## src/rtl/vscpu_pkg.sv

```systemverilog
// Shared constants for the VSCPU MMIO responder.
// Register map offsets and control/status bit positions.
package vscpu_pkg;

  localparam int ADDR_W = 14;
  localparam int DATA_W = 32;

  localparam logic [3:0] OFF_CYCLE     = 4'd0;
  localparam logic [3:0] OFF_TIMER_CMP = 4'd1;
  localparam logic [3:0] OFF_TIMER_CTL = 4'd2;
  localparam logic [3:0] OFF_TIMER_CNT = 4'd3;
  localparam logic [3:0] OFF_FIFO_DATA = 4'd4;
  localparam logic [3:0] OFF_FIFO_STAT = 4'd5;

  localparam int CTRL_EN     = 0;
  localparam int CTRL_FLAG   = 1;
  localparam int CTRL_RELOAD = 2;

  localparam int STAT_EMPTY = 0;
  localparam int STAT_FULL  = 1;
  localparam int STAT_OVF   = 2;

endpackage

```

## src/rtl/vscpu_sync_fifo.sv

```systemverilog
// Synchronous FIFO with combinational head word.
// A push into a full FIFO is accepted only alongside a pop.
module vscpu_sync_fifo #(
  parameter int DEPTH = 8,
  parameter int W     = 32
) (
  input  logic                     clk,
  input  logic                     rst,
  input  logic                     push,
  input  logic                     pop,
  input  logic [W-1:0]             din,
  output logic [W-1:0]             head,
  output logic                     full,
  output logic                     empty,
  output logic [$clog2(DEPTH):0]   count
);

  localparam int AW = $clog2(DEPTH);
  localparam int CW = AW + 1;

  logic [W-1:0]  r_mem [DEPTH];
  logic [AW-1:0] r_rd;
  logic [AW-1:0] r_wr;
  logic [CW-1:0] r_cnt;
  logic          w_pop;
  logic          w_push;

  assign full   = (r_cnt == CW'(DEPTH));
  assign empty  = (r_cnt == '0);
  assign count  = r_cnt;
  assign head   = r_mem[r_rd];
  assign w_pop  = pop && !empty;
  assign w_push = push && (!full || w_pop);

  always_ff @(posedge clk) begin
    if (w_push) r_mem[r_wr] <= din;
  end

  always_ff @(posedge clk) begin
    if (rst) begin
      r_rd  <= '0;
      r_wr  <= '0;
      r_cnt <= '0;
    end else begin
      if (w_push) r_wr <= r_wr + AW'(1);
      if (w_pop)  r_rd <= r_rd + AW'(1);
      if (w_push && !w_pop)      r_cnt <= r_cnt + CW'(1);
      else if (w_pop && !w_push) r_cnt <= r_cnt - CW'(1);
    end
  end

endmodule

```

## src/rtl/vscpu_mmio_responder.sv

```systemverilog
// MMIO window: cycle counter, compare timer and output FIFO.
// Reads are registered to match block-RAM one-cycle latency.
module vscpu_mmio_responder
  import vscpu_pkg::*;
#(
  parameter logic [ADDR_W-1:0] BASE_ADDR  = 14'h3FF0,
  parameter int                FIFO_DEPTH = 8
) (
  input  logic              clk,
  input  logic              rst,
  input  logic              wrEn,
  input  logic [ADDR_W-1:0] addr_fromCPU,
  input  logic [DATA_W-1:0] data_fromCPU,
  output logic [DATA_W-1:0] data_toCPU,
  output logic              hit,
  output logic [DATA_W-1:0] out_data,
  output logic              out_valid,
  input  logic              out_ready,
  output logic              irq
);

  logic [DATA_W-1:0] r_cycle;
  logic [DATA_W-1:0] r_cmp;
  logic [DATA_W-1:0] r_cnt;
  logic              r_en;
  logic              r_flag;
  logic              r_reload;
  logic              r_ovf;
  logic [DATA_W-1:0] r_rdata;
  logic              r_hit;

  logic                          w_in_win;
  logic [3:0]                    w_off;
  logic                          w_wr;
  logic                          w_wr_cmp;
  logic                          w_wr_ctl;
  logic                          w_wr_cnt;
  logic                          w_wr_stat;
  logic                          w_push;
  logic                          w_pop;
  logic                          w_full;
  logic                          w_empty;
  logic [$clog2(FIFO_DEPTH):0]   w_count;
  logic                          w_match;
  logic [DATA_W-1:0]             w_ctl;
  logic [DATA_W-1:0]             w_stat;
  logic [DATA_W-1:0]             w_rd;

  assign w_in_win  = (addr_fromCPU[ADDR_W-1:4] == BASE_ADDR[ADDR_W-1:4]);
  assign w_off     = addr_fromCPU[3:0];
  assign w_wr      = wrEn && w_in_win;
  assign w_wr_cmp  = w_wr && (w_off == OFF_TIMER_CMP);
  assign w_wr_ctl  = w_wr && (w_off == OFF_TIMER_CTL);
  assign w_wr_cnt  = w_wr && (w_off == OFF_TIMER_CNT);
  assign w_wr_stat = w_wr && (w_off == OFF_FIFO_STAT);
  assign w_push    = w_wr && (w_off == OFF_FIFO_DATA);
  assign w_pop     = out_valid && out_ready;
  assign w_match   = r_en && (r_cnt == r_cmp);

  assign out_valid  = !w_empty;
  assign irq        = r_flag;
  assign data_toCPU = r_rdata;
  assign hit        = r_hit;

  vscpu_sync_fifo #(
    .DEPTH (FIFO_DEPTH),
    .W     (DATA_W)
  ) u_fifo (
    .clk   (clk),
    .rst   (rst),
    .push  (w_push),
    .pop   (w_pop),
    .din   (data_fromCPU),
    .head  (out_data),
    .full  (w_full),
    .empty (w_empty),
    .count (w_count)
  );

  always_comb begin
    w_ctl              = '0;
    w_ctl[CTRL_EN]     = r_en;
    w_ctl[CTRL_FLAG]   = r_flag;
    w_ctl[CTRL_RELOAD] = r_reload;
    w_stat             = '0;
    w_stat[STAT_EMPTY] = w_empty;
    w_stat[STAT_FULL]  = w_full;
    w_stat[STAT_OVF]   = r_ovf;
    w_stat[11:8]       = 4'(w_count);
  end

  always_comb begin
    w_rd = '0;
    if (w_in_win) begin
      unique case (1'b1)
        (w_off == OFF_CYCLE):     w_rd = r_cycle;
        (w_off == OFF_TIMER_CMP): w_rd = r_cmp;
        (w_off == OFF_TIMER_CTL): w_rd = w_ctl;
        (w_off == OFF_TIMER_CNT): w_rd = r_cnt;
        (w_off == OFF_FIFO_STAT): w_rd = w_stat;
        default:                  w_rd = '0;
      endcase
    end
  end

  always_ff @(posedge clk) begin
    if (rst) begin
      r_cycle  <= '0;
      r_cmp    <= '1;
      r_cnt    <= '0;
      r_en     <= 1'b0;
      r_flag   <= 1'b0;
      r_reload <= 1'b0;
      r_ovf    <= 1'b0;
      r_rdata  <= '0;
      r_hit    <= 1'b0;
    end else begin
      r_cycle <= r_cycle + 32'd1;
      r_rdata <= w_rd;
      r_hit   <= w_in_win;
      if (w_wr_cmp) r_cmp <= data_fromCPU;
      // CPU writes take priority over timer-driven updates
      if (w_wr_cnt)     r_cnt <= data_fromCPU;
      else if (w_match) r_cnt <= '0;
      else if (r_en)    r_cnt <= r_cnt + 32'd1;
      if (w_wr_ctl) begin
        r_en     <= data_fromCPU[CTRL_EN];
        r_reload <= data_fromCPU[CTRL_RELOAD];
      end else if (w_match && !r_reload) begin
        r_en <= 1'b0;
      end
      // set beats clear for both sticky flags
      if (w_match) r_flag <= 1'b1;
      else if (w_wr_ctl && data_fromCPU[CTRL_FLAG]) r_flag <= 1'b0;
      if (w_push && w_full && !w_pop) r_ovf <= 1'b1;
      else if (w_wr_stat && data_fromCPU[STAT_OVF]) r_ovf <= 1'b0;
    end
  end

endmodule
```

## config.mk

```make
export PLATFORM = sky130hd
export DESIGN_NAME = vscpu_mmio_responder
export DESIGN_NICKNAME = d
export VERILOG_FILES = /design/src/rtl/vscpu_pkg.sv /design/src/rtl/vscpu_sync_fifo.sv /design/src/rtl/vscpu_mmio_responder.sv
export SDC_FILE = /design/constraint.sdc
export NUM_CORES = 1
export LEC_CHECK = 0
export BUFFER_PORTS_ARGS = -buffer_cell sky130_fd_sc_hd__clkbuf_2
export CORE_MARGIN = 1.5
export CORE_UTILIZATION = 45
export CTS_BUF_LIST = sky130_fd_sc_hd__clkbuf_2
export DETAILED_ROUTE_END_ITERATION = 8
export GPL_ROUTABILITY_DRIVEN = 1
export MAX_ROUTING_LAYER = met4
export RECOVER_POWER = 100
export SLEW_MARGIN = 30
export SYNTH_ARGS = -nofsm -noshare
export SYNTH_HDL_FRONTEND = slang
export SYNTH_SLANG_ARGS = --single-unit
export TNS_END_PERCENT = 100
```

## constraint.sdc

```tcl
create_clock -name clk -period 4.36 [get_ports clk]
set_input_delay 0.872 -clock clk [delete_from_list [all_inputs] [get_ports clk]]
set_output_delay 0.872 -clock clk [all_outputs]
set_load 0.01 [all_outputs]
```

* After elaboration in Yosys (flattened, before gate mapping)
Memories as Yosys holds them, arrays and structs flattened. A register that Yosys moved wholly into a read port is not among the register bits. Cells that the tools add are included.
Word-level totals: ROM bits 0, output and inout port bits 67, logic and storage cells 76, flip-flop bits (word level) 143, memory bits (writable) 256, bits in latches 0, memories 1
Operators by class: divide/modulo/power cells 0, multipliers 0, reduce and logical (&&, ||, !) cells 32, bitwise operators 1, magnitude comparators 0, muxes and demuxes 16, shifts and indexed selects 0, add/sub/neg operators 6, equal/unequal tests 8
Memory list:
- u_fifo.r_mem | words 8, width 32, rd ports 1, clocked after memory_dff 1, wr ports 1, RTL line vscpu_sync_fifo.sv:21 | logic [W-1:0] r_mem [DEPTH];
Operators with widths (count):
- 32-bit one-hot mux with 5 select lines | 1
- 32-bit 2-to-1 mux | 3
- 32-bit by 1-bit adder with 32-bit output, second input constant | 2
- 32-bit equality test | 1
- 1-bit logical AND | 17
- 10-bit equality test, second input constant | 1
- 4-bit by 2-bit equality test with 1-bit output, second input constant | 2
- 4-bit by 3-bit equality test with 1-bit output, second input constant | 2
- 4-bit zero test | 2
- 1-bit 2-to-1 mux | 8
- 4-bit 2-to-1 mux | 2
- 2-bit nonzero test | 4
- 3-bit by 1-bit adder with 3-bit output, second input constant | 2
- 1-bit zero test | 6
- 3-bit 2-to-1 mux | 2
- 4-bit by 1-bit adder with 4-bit output, second input constant | 1
- 4-bit by 1-bit equality test with 1-bit output, second input constant | 1
- 4-bit equality test, second input constant | 1
- 4-bit by 1-bit subtractor with 4-bit output, second input constant | 1
- 3-bit nonzero test | 1
- 2-bit OR reduction | 1
- 1-bit logical OR | 1
- 1-bit NOT | 1

* Logic depth before layout (Yosys ltp)
Gate-level depths: netlist of run 1.
word-level depth 10, mapped depth 11, mapped depth without buffers 11

* Modules after synthesis
Synthesis of run 1 repeated with hierarchy kept, for this count alone.
Second synthesis, totals: cell total of the unflattened synthesis 1258, area total of the unflattened synthesis 16856.2 µm²
Modules (own cells, without submodules):
- vscpu_sync_fifo | cells an instance 442, area each 10247.3 µm², seq. area each 7947.6 µm², times used 1
- vscpu_mmio_responder | cells an instance 816, area each 6608.8 µm², seq. area each 2662.6 µm², times used 1

* Least setup slack after synthesis of run 1
No wires, ideal clock.
path type input -> register, start input addr_fromCPU[0], end memory u_fifo.r_mem[0][0], enable pin, data arrival time 4284 ps, path slack -385 ps, cell stages on the path 5, cell sequence buf_2 > or4b_1 > nor3_4 > nand2b_1 > nor3_1
Between the ends: word-level cells in the longest chain between the ends 5
RTL lines:
- from (decl) | RTL line vscpu_mmio_responder.sv:12 | input logic [ADDR_W-1:0] addr_fromCPU,
- 4-bit by 3-bit equality test with 1-bit output | RTL line vscpu_mmio_responder.sv:56 | assign w_push = w_wr && (w_off == OFF_FIFO_DATA);
- 1-bit logical AND | RTL line vscpu_mmio_responder.sv:56
- 1-bit logical AND | RTL line vscpu_sync_fifo.sv:33 | assign w_push = push && (!full || w_pop);
- via u_fifo.w_push | RTL line vscpu_sync_fifo.sv:26 | logic w_push;
- 1-bit 2-to-1 mux | RTL line vscpu_sync_fifo.sv:36 | if (w_push) r_mem[r_wr] <= din;
- 1-bit 2-to-1 mux (not written as such) | RTL line vscpu_sync_fifo.sv:36
- to (decl) | RTL line vscpu_sync_fifo.sv:21
The timed path passes the listed nets, and every way through them passes these cells.

==> results.toml, run 1 <==
[outcome]
status = "complete, but fails checks"
violations = "max-capacitance violations, max-slew violations"

[sta]
grt_setup_unrepaired = "no"
slew_viol_final = 111
layout_setup_ws_ps = 364
worstMarginPinSlew_ps = 3000
skew_ps = 41.4
holdWs_ps = 205
setup_viol = 0
post-route-period-util = 0.916
hold_viol_final = 0
fmax_ghz = 0.250
post-route-min-period_ps = 4000
relSlewSlack = -0.999
tns_ps = 0

[routing]
ant_nets = 0
via_count = 10500
drt_wl_total_mm = 39.1
viasPerCell = 5.51
drc_errors = 0
drt-initial-drc-count = 669
drt_first_pass_iters = 5
wl_per_cell_microns = 20.6

[run]
maxCapViolations = 3

[floorplan]
dieArea_sq_um = 38300
start_util = 0.457
die_x_microns = 196
dieHeight_microns = 196
coreArea_sq_um = 36600
row_count = 70
num_io_pins = 117

[layout]
fin_cells = 1899
drive_gt1_frac = 0.229
area_growth_pct = 11.1
nets = 1417

[clock_tree]
cts_sinks = 402
cts_root_buf = "clkbuf_2"
htreeDepth = 3
cts.path.max_buffers = 3
cts_resized = 0
clkLatencyLatePin_ps = 960
cts_buffers = 95
cts_setup_buffers = 0
postCtsHoldBufs = 0
cts_tree = "done"
clkSlewWorstSetupHoldPaths_ps = 100

[grt]
grt_util_all_layers = 0.214
antenna_found_initial = 1
grt_pass1_wl_mm = 60.2
grt_pass1_vias = 10400
globalRouteOverflowTotal = 0
grt_max_degree = 60

[placement]
pre_cts_ws_ps = 609
gp_congestion = 0.931
dp_hpwl_mm = 25.5
dp_cells = 1730
port_buffers = 116

[synthesis]
synth_cell_types = 57
ys_async_sr_fraction = 0
ys_seq_elements = 402
syn_inst = 1181
synth_edf_count = 256
syn_nets = 1239
yosysWarnings = 0
syn_area_sq_um = 16700
synth-main-ff-cell = "edfxtp_1"
synth_seq_area_share = 0.634
syn_avg_cell_area_sq_um = 14.2

[pwr]
power_density_nw_per_um2 = 396
p_leak_nw = 6.02
ir_drop_v = 0.000194
total_power_mw = 7.36

[worst_setup_path]
worstSetupPathType = "reg2out"
startpoint_type = "flip-flop"
cp_slowest_cell = "dfxtp_1"
crit_arrival_ps = 3120
cp_data_required_time_ps = 3490
r2r_slack_ps = 680
max_stage_delay_ps = 890
cp_cell_sequence = "buf_4, mux4_2, mux2_1, clkbuf_2"
worstPathMaxFanout = 17
cp-end-kind = "output pin"

[min_path]
hold_path.class = "in2reg"
## power breakdown
part | internal (mW) | leakage [nW] | total (mW) | switching [mW]
clock network | 0.928 | 0.655 | 2.38 | 1.45
registers | 4.06 | 3.48 | 4.13 | 0.0707
logic | 0.432 | 1.89 | 0.851 | 0.419
total | 5.42 | 6.02 | 7.36 | 1.94
## final cells by class
class                   instances  area [sq um]
inverters                       9          33.8
clock inverters                25           129
fillers                      3288         18000
clock buffers                 143           716
multi-input cells             708          5820
repair buffers                143           676
well taps                     468           586
diodes                          1          2.50
flip-flops and latches        402         10600
## layer usage
layer	vias to the layer above	wire length, microns	track usage
met5	-	0	-
met4	0	675	0.0735
met3	51	2090	0.0387
met2	304	18400	0.330
met1	5238	17900	0.288
li1	4877	-	-
## cells in the final DEF (no fill, tap or decap), types with 38 or more instances in the layout
| cell | netlist | layout |
|---|---|---|
| xnor2_1 | 50 | 50 |
| mux4_2 | 65 | 65 |
| xor2_1 | 43 | 43 |
| dfxtp_1 | 146 | 144 |
| edfxtp_1 | 256 | 256 |
| nor2_1 | 94 | 91 |
| nand2_1 | 94 | 94 |
| clkbuf_1 | 35 | 98 |
| mux2_2 | 57 | 52 |
| clkbuf_2 | 0 | 175 |
| mux2i_1 | 38 | 38 |
## cell usage after synthesis (2+ instances only)
cell	n	share of area
buf_4	4	0.0018
nor2b_1	5	0.0019
buf_2	14	0.0042
o21ai_1	11	0.0033
mux4_2	65	0.088
xnor2_1	50	0.026
a221oi_1	5	0.0026
mux2_2	57	0.038
nand4_1	31	0.012
or3_1	4	0.0015
o21ai_0	19	0.0057
nor4_4	3	0.0038
nor2_1	94	0.021
a22oi_1	29	0.013
nor4_1	4	0.0015
o22ai_1	6	0.0022
and4_1	5	0.0026
and2_1	4	0.0015
inv_1	8	0.0018
o2111ai_1	5	0.0026
a21oi_1	25	0.0075
clkbuf_1	35	0.0079
and3_1	17	0.0064
ha_1	7	0.0052
nand3_1	33	0.0099
nand4b_1	2	0.0010
a31oi_1	2	0.00075
mux2i_1	38	0.023
o21ai_2	2	0.0010
nor3_1	19	0.0057
xor2_1	43	0.023
nand2_1	94	0.021
buf_1	8	0.0018
edfxtp_1	256	0.46
dfxtp_1	146	0.17
or4_1	6	0.0027
nand2b_1	5	0.0019
## per-stage QoR
step	utilization	area, sq um
2_1_floorplan	-	16700
3_3_place_gp	0.490	18000
3_5_place_dp	0.490	18000
4_1_cts	0.514	18800
5_1_grt	0.507	18600
6_report	0.507	18600
## flip-flops by register name, summed over array words and instances (netlist names), named ones only
signal        count
r_ovf             1
data_toCPU       32
r_cmp            32
u_fifo.r_wr       3
r_cnt            32
r_en              1
r_reload          1
r_cycle          32
hit               1
u_fifo.r_mem    256
u_fifo.r_rd       3
u_fifo.count      4
irq               1
## worst max-delay path: cells and delay by family, from the launching register on
family                 cells  cell delay (ps)
buffers and inverters      2              560
flip-flops                 1              890
multiplexers               2              720
## logic make-up (layout without fill, tap and decap cells)
logic type,after synthesis,after routing,share of synthesized area
compound gates,111,111,0.0424
xor+xnor,93,93,0.0487
fa+ha+maj,8,8,0.00643
buf+inv,71,320,0.0183
flops,402,402,0.634
mux,160,160,0.149
other cells,0,1,0
simple gates,336,336,0.101
## path summary, 6_finish.rpt
path | start | to | depth (start not counted)
max reg2reg | u_fifo.count[0]$_SDFFE_PP0P_ | u_fifo.r_mem[7][29]$_DFFE_PP_ | 6
min | rst | hit$_SDFF_PP0_ | 2
max | flip-flop | out_data[16] | 4
min reg2reg | u_fifo.r_rd[1]$_SDFFE_PP0N_ | u_fifo.r_rd[1]$_SDFFE_PP0N_ | 2
Power figures use the tool's default switching activity.
==> inputs of run 2 (changes only) <==
Clock period 4.36 ns to 4.1 ns, I/O delays scaled along.
==> run 2 against run 1 <==
  * The run still ends with max-capacitance violations, max-slew violations left
  * Cell count rose by 1.0%
  * Sequential power is 6.1% higher
  * Sequential share of layout area shrank 0.28 points
  * Die area stayed put
  * Final area rose by 0.50%
  * Clock skew rose by 31 ps
  * First-iteration DRC count rose by 20%
  * Sequential cell count is the same
  * Clock power increased by 13%
  * Clock-buffer cell count rose by 3
  * Wire length barely moved
  * Register-to-register slack lost 270 ps
  * Critical endpoint is now r_cnt[26]$_SDFFE_PP0P_
==> results.toml, run 2 (synthesis results as in run 1) <==
[outcome]
status = "complete, but fails checks"
violations = "max-capacitance violations, max-slew violations"

[clock_tree]
clkSlewWorstSetupHoldPaths_ps = 100
cts_sinks = 402
cts_root_buf = "clkbuf_2"
cts_buffers = 102
cts_tree = "done"
postCtsHoldBufs = 0
clkLatencyLatePin_ps = 1010
htreeDepth = 3
cts_resized = 0
cts.path.max_buffers = 3
cts_setup_buffers = 0

[placement]
dp_hpwl_mm = 24.5
placed_cell_area_sq_um = 18000
port_buffers = 116
gp_congestion = 0.850
pre_cts_ws_ps = 411

[layout]
fillCellCount = 3328
final_area_sq_um = 18700
area_growth_pct = 11.7
drive_gt1_frac = 0.237
fin_util = 0.510
nets = 1422
mostFrequentLayoutCells = "edfxtp_1 (256), clkbuf_2 (182), dfxtp_1 (143), nand2_1 (94), clkbuf_1 (93)"
regMostFlops = "u_fifo.r_mem"
final_common_cell = "edfxtp_1"
largest_reg_flops = 256

[floorplan]
num_io_pins = 117
start_util = 0.457
die_x_microns = 196
dieHeight_microns = 196
row_count = 70
coreArea_sq_um = 36600
dieArea_sq_um = 38300

[grt]
grt_pass1_vias = 10700
grt_util_all_layers = 0.214
antenna_found_initial = 1
grt_pass1_wl_mm = 60.7
globalRouteOverflowTotal = 0
grt_max_degree = 65

[sta]
fmax_ghz = 0.258
slew_viol_final = 88
skew_ps = 71.9
grt_setup_unrepaired = "no"
holdWs_ps = 205
worstMarginPinSlew_ps = 2610
tns_ps = 0
relSlewSlack = -0.738
post-route-min-period_ps = 3870
hold_viol_final = 0
layout_setup_ws_ps = 231
post-route-period-util = 0.944
setup_viol = 0

[worst_setup_path]
cp-end-kind = "flip-flop"
startpoint_type = "input pin"
crit_arrival_ps = 4690
cp_data_required_time_ps = 4920
worstPathMaxFanout = 37
worstSetupPathType = "in2reg"

[pwr]
ir_drop_v = 0.000189
power_density_nw_per_um2 = 428
p_leak_nw = 6.08

[routing]
wl_per_cell_microns = 20.4
viasPerCell = 5.46
ant_nets = 0
via_count = 10500
drt-initial-drc-count = 800
drt_first_pass_iters = 5
drc_errors = 0
drt_wl_total_mm = 39.0

[run]
maxCapViolations = 2

[min_path]
hold_path.class = "in2reg"
run 2: changes by cell type in the layout (fill, tap and decap cells not counted), moves of 5 or more:
| cell | delta |
|---|---|
| clkinv_1 | +11 |
| clkbuf_2 | +7 |
| clkbuf_1 | -5 |
| clkinv_2 | +5 |
run 2: where the power goes:
group	total, mW	leakage [nW]	switching (mW)	internal, mW
clock network	2.70	0.711	1.65	1.05
logic	0.915	1.89	0.458	0.458
registers	4.38	3.48	0.0667	4.32
total	8.00	6.08	2.17	5.83
run 2: critical path, cell delays in order:
cell and delay, ps:
clkbuf_1 120, clkbuf_1 1280, nand4bb_1 540, or4_1 790, clkbuf_1 410, nand3_1 190, clkbuf_2 350, o21ai_0 160
run 2: area by class of cell:
class	count	area, sq um	share of cell area
Antenna cell	1	2.50	0.000134
Clock buffer	146	731	0.0391
Clock inverter	43	224	0.0120
Inverter	9	33.8	0.00181
Multi-Input combinational cell	708	5840	0.313
Sequential cell	402	10600	0.569
Tap cell	468	586	0.0314
Timing Repair Buffer	141	642	0.0344
run 2: worst paths after layout:
path / to / slack (ps) / cells past startpoint / start
worst min register to register: r_ovf$_SDFFE_PP0P_ / 500 / 2 / r_ovf$_SDFFE_PP0P_
worst max register to register: u_fifo.r_mem[6][17]$_DFFE_PP_ / 410 / 6 / u_fifo.count[1]$_SDFFE_PP0P_
worst max-delay path: r_cnt[26]$_SDFFE_PP0P_ / 230 / 8 / addr_fromCPU[0]
worst min-delay path: hit$_SDFF_PP0_ / 200 / 3 / addr_fromCPU[13]
run 2: per-layer routing:
layer / GRT usage / routed length [microns]
met1: 0.281 / 17700
met2: 0.336 / 18600
met3: 0.0445 / 2070
met4: 0.0695 / 714
met5: - / 0
run 2: per-stage QoR:
| stage | power, mW | instances |
|---|---|---|
| floorplan | 5.11 | 1181 |
| global placement | 5.43 | 1728 |
| detailed placement | 5.43 | 1728 |
| CTS | 8.15 | 1917 |
| global route | 8.39 | 1918 |
| finish | 8.00 | 1918 |
